$ cat src/rtl/uart_tx_serializer.sv
`default_nettype none
// ============================================================================
// Module   : uart_tx_serializer
// Brief    : UART transmit frame serializer (start, 8 data LSB-first, optional
//            parity, stop). Define UART_TX_STOP2_EN for two stop bits.
// Revision : 1.0 - initial release
// ============================================================================
module uart_tx_serializer (
  input  logic       CLK,
  input  logic       RST,
  input  logic       Baud_Tick,
  input  logic [7:0] P_DATA,
  input  logic       Data_Valid,
  input  logic       Parity_Enable,
  input  logic       Parity_Type,
  input  logic       Par_Bit,
  output logic [7:0] Frame_Data,
  output logic       Frame_Par_En,
  output logic       Frame_Par_Type,
  output logic       TX_OUT,
  output logic       Busy
);

  typedef enum logic [2:0] {
    S_IDLE   = 3'd0,
    S_START  = 3'd1,
    S_DATA   = 3'd2,
    S_PARITY = 3'd3,
`ifdef UART_TX_STOP2_EN
    S_STOP   = 3'd4,
    S_STOP2  = 3'd5
`else
    S_STOP   = 3'd4
`endif
  } state_t;

  state_t     r_state;
  state_t     w_next_state;
  logic [2:0] r_cnt;
  logic [2:0] w_next_cnt;
  logic [7:0] r_frame_data;
  logic       r_frame_par_en;
  logic       r_frame_par_type;
  logic       r_tx;
  logic       r_busy;
  logic       w_accept;
  logic       w_frame_end;
  logic       w_tx_next;

  always_comb begin
    w_next_state = r_state;
    w_next_cnt   = r_cnt;
    w_accept     = 1'b0;
    w_frame_end  = 1'b0;
    case (r_state)
      S_IDLE: begin
        if (Baud_Tick && Data_Valid) begin
          w_accept     = 1'b1;
          w_next_state = S_START;
        end
      end
      S_START: begin
        if (Baud_Tick) begin
          w_next_state = S_DATA;
          w_next_cnt   = 3'd0;
        end
      end
      S_DATA: begin
        if (Baud_Tick) begin
          w_next_cnt = r_cnt + 3'd1;
          if (r_cnt == 3'd7) begin
            w_next_state = r_frame_par_en ? S_PARITY : S_STOP;
          end
        end
      end
      S_PARITY: begin
        if (Baud_Tick) begin
          w_next_state = S_STOP;
        end
      end
      S_STOP: begin
        if (Baud_Tick) begin
`ifdef UART_TX_STOP2_EN
          w_next_state = S_STOP2;
`else
          w_frame_end  = 1'b1;
`endif
        end
      end
`ifdef UART_TX_STOP2_EN
      S_STOP2: begin
        if (Baud_Tick) begin
          w_frame_end = 1'b1;
        end
      end
`endif
      default: w_next_state = S_IDLE;
    endcase

    // A pending request on the last stop tick chains the next frame with no idle gap
    if (w_frame_end) begin
      if (Data_Valid) begin
        w_accept     = 1'b1;
        w_next_state = S_START;
      end else begin
        w_next_state = S_IDLE;
      end
    end
  end

  always_comb begin
    w_tx_next = 1'b1;
    case (w_next_state)
      S_START:  w_tx_next = 1'b0;
      S_DATA:   w_tx_next = r_frame_data[w_next_cnt];
      S_PARITY: w_tx_next = Par_Bit;
      default:  w_tx_next = 1'b1;
    endcase
  end

  always_ff @(posedge CLK) begin
    if (RST) begin
      r_state          <= S_IDLE;
      r_cnt            <= 3'd0;
      r_frame_data     <= 8'h00;
      r_frame_par_en   <= 1'b0;
      r_frame_par_type <= 1'b0;
      r_tx             <= 1'b1;
      r_busy           <= 1'b0;
    end else begin
      r_state <= w_next_state;
      r_cnt   <= w_next_cnt;
      r_tx    <= w_tx_next;
      r_busy  <= (w_next_state != S_IDLE);
      if (w_accept) begin
        r_frame_data     <= P_DATA;
        r_frame_par_en   <= Parity_Enable;
        r_frame_par_type <= Parity_Type;
      end
    end
  end

  assign Frame_Data     = r_frame_data;
  assign Frame_Par_En   = r_frame_par_en;
  assign Frame_Par_Type = r_frame_par_type;
  assign TX_OUT         = r_tx;
  assign Busy           = r_busy;

endmodule
`default_nettype wire

$ cat config.mk
export PLATFORM = sky130hd
export DESIGN_NAME = uart_tx_serializer
export DESIGN_NICKNAME = d
export VERILOG_FILES = /design/src/rtl/uart_tx_serializer.sv
export SDC_FILE = /design/constraint.sdc
export NUM_CORES = 1
export LEC_CHECK = 0
export CAP_MARGIN = 5
export CORE_ASPECT_RATIO = 1.1
export CORE_MARGIN = 3
export CORE_UTILIZATION = 46
export DETAILED_ROUTE_END_ITERATION = 10
export GPL_ROUTABILITY_DRIVEN = 0
export PLACE_DENSITY = 0.82
export SYNTH_ARGS = -nofsm -noshare
export SYNTH_HDL_FRONTEND = slang
export SYNTH_SLANG_ARGS = --single-unit
$ cat constraint.sdc
create_clock -name CLK -period 2.7 [get_ports CLK]
set_input_delay 0.27 -clock CLK [delete_from_list [all_inputs] [get_ports CLK]]
set_output_delay 0.27 -clock CLK [all_outputs]
set_load 0.02 [all_outputs]
==> impl_metrics.env <==
export IMPL_whs_path_depth=2
export IMPL_status="finished clean"
export IMPL_drc_errors=0
export IMPL_max_vdd_ir_drop_uv=393.0
export IMPL_portBuffers=26
export IMPL_slew_violations=0
export IMPL_wl_per_cell_um=12.64
export IMPL_setup_viol=0
export IMPL_die_area_mm2=0.002582
export IMPL_drt_iter0_drc=8
export IMPL_dr_pass1_iters=4
export IMPL_die_y_um=52.99
export IMPL_post_cts_buffers=0
export IMPL_area_delta_synth_final_pct=34.01
export IMPL_arrival_ps=2400
export IMPL_r2r_slack_ps=510
export IMPL_synth_edf_count=0
export IMPL_nFillCells=157
export IMPL_synth_most_common_cell="nand2_1"
export IMPL_avgSynthCellArea_um2=8.029
export IMPL_fin_cells=168
export IMPL_p_leak_nw=0.4523
export IMPL_cts_tree="done"
export IMPL_holdBufCountCts=0
export IMPL_ff_latch_area_um2=360.3
export IMPL_grt_pass1_vias=856
export IMPL_cts_buffers=3
export IMPL_synth_top_cells_by_area="dfxtp_1 39%, nand2_1 10%, a21oi_1 7.0%"
export IMPL_layout_drive_gt1_share_pct=8.511
export IMPL_p_per_area_mw_per_mm2=459.3
export IMPL_r2r_end="TX_OUT"
export IMPL_async_flop_share_pct=0
export IMPL_dp_cells=164
export IMPL_routed_wl_met3_um=99
export IMPL_insertion_delay_ps=290
export IMPL_setup_tns_ps=0
export IMPL_critPathLaunchType="input port"
export IMPL_num_vias=877
export IMPL_post_cts_resize_count=0
export IMPL_slew_headroom_pct=60.16
export IMPL_antenna_left=0
export IMPL_required_ps=2890
export IMPL_synth_warning_count=0
export IMPL_multi_input_area_um2=516.7
export IMPL_cts_root_buf="clkbuf_4"
export IMPL_gr_total_overflow=0
export IMPL_row_count=16
export IMPL_start_util_pct=50.14
export IMPL_route_met2_wl_mm=1.025
export IMPL_power_mw=0.5683
export IMPL_cts_sinks=18
export IMPL_synthDistinctLibCells=34
export IMPL_grt_usage_pct=18.19
export IMPL_cp_max_fo=5
export IMPL_cp_end_kind="flip-flop"
export IMPL_endpoint="TX_OUT"
export IMPL_grt_first_pass_wirelength_mm=3.615
export IMPL_reg2reg_from="r_cnt[0]"
export IMPL_crit_type="in2reg"
export IMPL_synthesis_nets=133
export IMPL_place_hpwl_mm=1.609
export IMPL_clkTransAtPathRegs_ps=100
export IMPL_cts_buffer_depth=2
export IMPL_tightest_slew_ps=595.8
export IMPL_ios=27
export IMPL_synthFlopType="dfxtp_1"
export IMPL_finalWirelength_mm=2.123
export IMPL_synth_area_um2=923.4
export IMPL_synth_top_cell_area_share_pct=39.02
export IMPL_synth_common_cells="25 x nand2_1, 18 x dfxtp_1, 13 x a21oi_1"
export IMPL_final_hold_violation_count=0
export IMPL_max_freq_mhz=452.4
export IMPL_insertedDiodeCount=0
export IMPL_wl_met1_um=963
export IMPL_synth_seq_cells=18
export IMPL_nNetsFinal=160
export IMPL_grt_setup_unrepaired="false"
export IMPL_seq_area_frac_synth_pct=39.02
export IMPL_period_minus_slack_ps=2210
export IMPL_reg2reg_depth=7
export IMPL_routed_top_layer="met4"
export IMPL_period_share_pct=81.86
export IMPL_antenna_found_initial=0
export IMPL_hp_class="reg2reg"
export IMPL_fin_area_mm2=0.001237
export IMPL_die_w_um=48.72
export IMPL_cts_max_level=1
export IMPL_placed_area_mm2=0.001201
export IMPL_coreArea_mm2=0.001842
export IMPL_grt_max_degree=19
export IMPL_maxCapViolCount=0
export IMPL_vias_per_cell=5.220
export IMPL_skew_ps=2.111
export IMPL_syn_inst=115
export IMPL_synth_top_area_cell="dfxtp_1"
export IMPL_critPathLaunch="Baud_Tick"
## how the worst min path moves through the flow
stage	from	endpoint	slack (ps)
floorplan	Parity_Type	Frame_Par_Type	410
global placement	Frame_Par_Type	Frame_Par_Type	450
detailed placement	Frame_Par_Type	Frame_Par_Type	450
CTS	Frame_Par_Type	Frame_Par_Type	460
global route	Frame_Par_Type	Frame_Par_Type	480
finish	Frame_Par_Type	Frame_Par_Type	460
## report_power, final
group          internal [mW]  switching, mW
Sequential             0.279         0.0132
Clock                 0.0822         0.0832
Combinational         0.0591         0.0519
## layout by cell type, fill, tap and decap left out, drive strengths merged
master,synthesis,layout
a2111oi,2,2
a21boi,2,2
a21o,1,1
a21oi,14,14
a22o,1,1
a31oi,3,3
and3,1,1
buf,4,2
clkbuf,2,4
clkdlybuf4s50,0,26
dfxtp,18,18
ha,3,3
inv,4,4
nand2,25,25
nand2b,2,2
nand3,2,2
nand4b,2,2
nor2,10,10
nor2b,3,3
nor3b,3,3
nor4,1,1
o2111a,2,2
o211ai,1,1
o21ai,4,4
o21ba,1,1
o221ai,1,1
o41a,1,1
or2,1,1
or3,1,1
## final cells by class
class                      count  area share, %
tap                           27          2.730
timing repair buffer          28          22.24
sequential                    18          29.12
inverter                       4          1.213
clock buffer                   4          2.932
multi-input combinational     87          41.76
## layer usage
metal	vias to the layer above	track usage, %
met3	4	2.817
met4	0	9.953
li1	456	-
met5	-	0
met2	20	32.13
met1	397	21.27
## state kept, by name, summed over array words and instances, names as in the netlist
register        flops
Busy                1
TX_OUT              1
Frame_Par_Type      1
Frame_Par_En        1
r_cnt               3
r_state             3
Frame_Data          8
## critical path, cell delays in order
cell	delay, ps
clkdlybuf4s50_1	470
inv_1	90
ha_1	300
a31oi_1	200
o221ai_2	170
a2111oi_0	390
nor4_1	100
o41a_1	410
## stage by stage
| step | hold WS, ps | setup WS, ps | util [%] |
|---|---|---|---|
| finish | 462.4 | 489.7 | 67.19 |
| global route | 484.4 | 233.2 | 67.19 |
| CTS | 460.7 | 480.8 | 67.19 |
| detailed placement | 450.5 | 161.6 | 65.22 |
| global placement | 446.4 | 216.5 | 65.22 |
| floorplan | 406.0 | 652.3 | - |
## kinds of logic (layout without fill, tap and decap cells)
| kind of cell | after synthesis | count (layout) | synth area share (%) |
|---|---|---|---|
| AND/OR/NAND/NOR | 51 | 51 | 26.83 |
| adder cells (fa/ha/maj) | 3 | 3 | 4.065 |
| buffers and inverters | 10 | 36 | 5.012 |
| flip-flops | 18 | 18 | 39.02 |
| AO/OA/AOI/OAI | 33 | 33 | 25.07 |
Note: power is estimated with default switching activity, not from simulation.
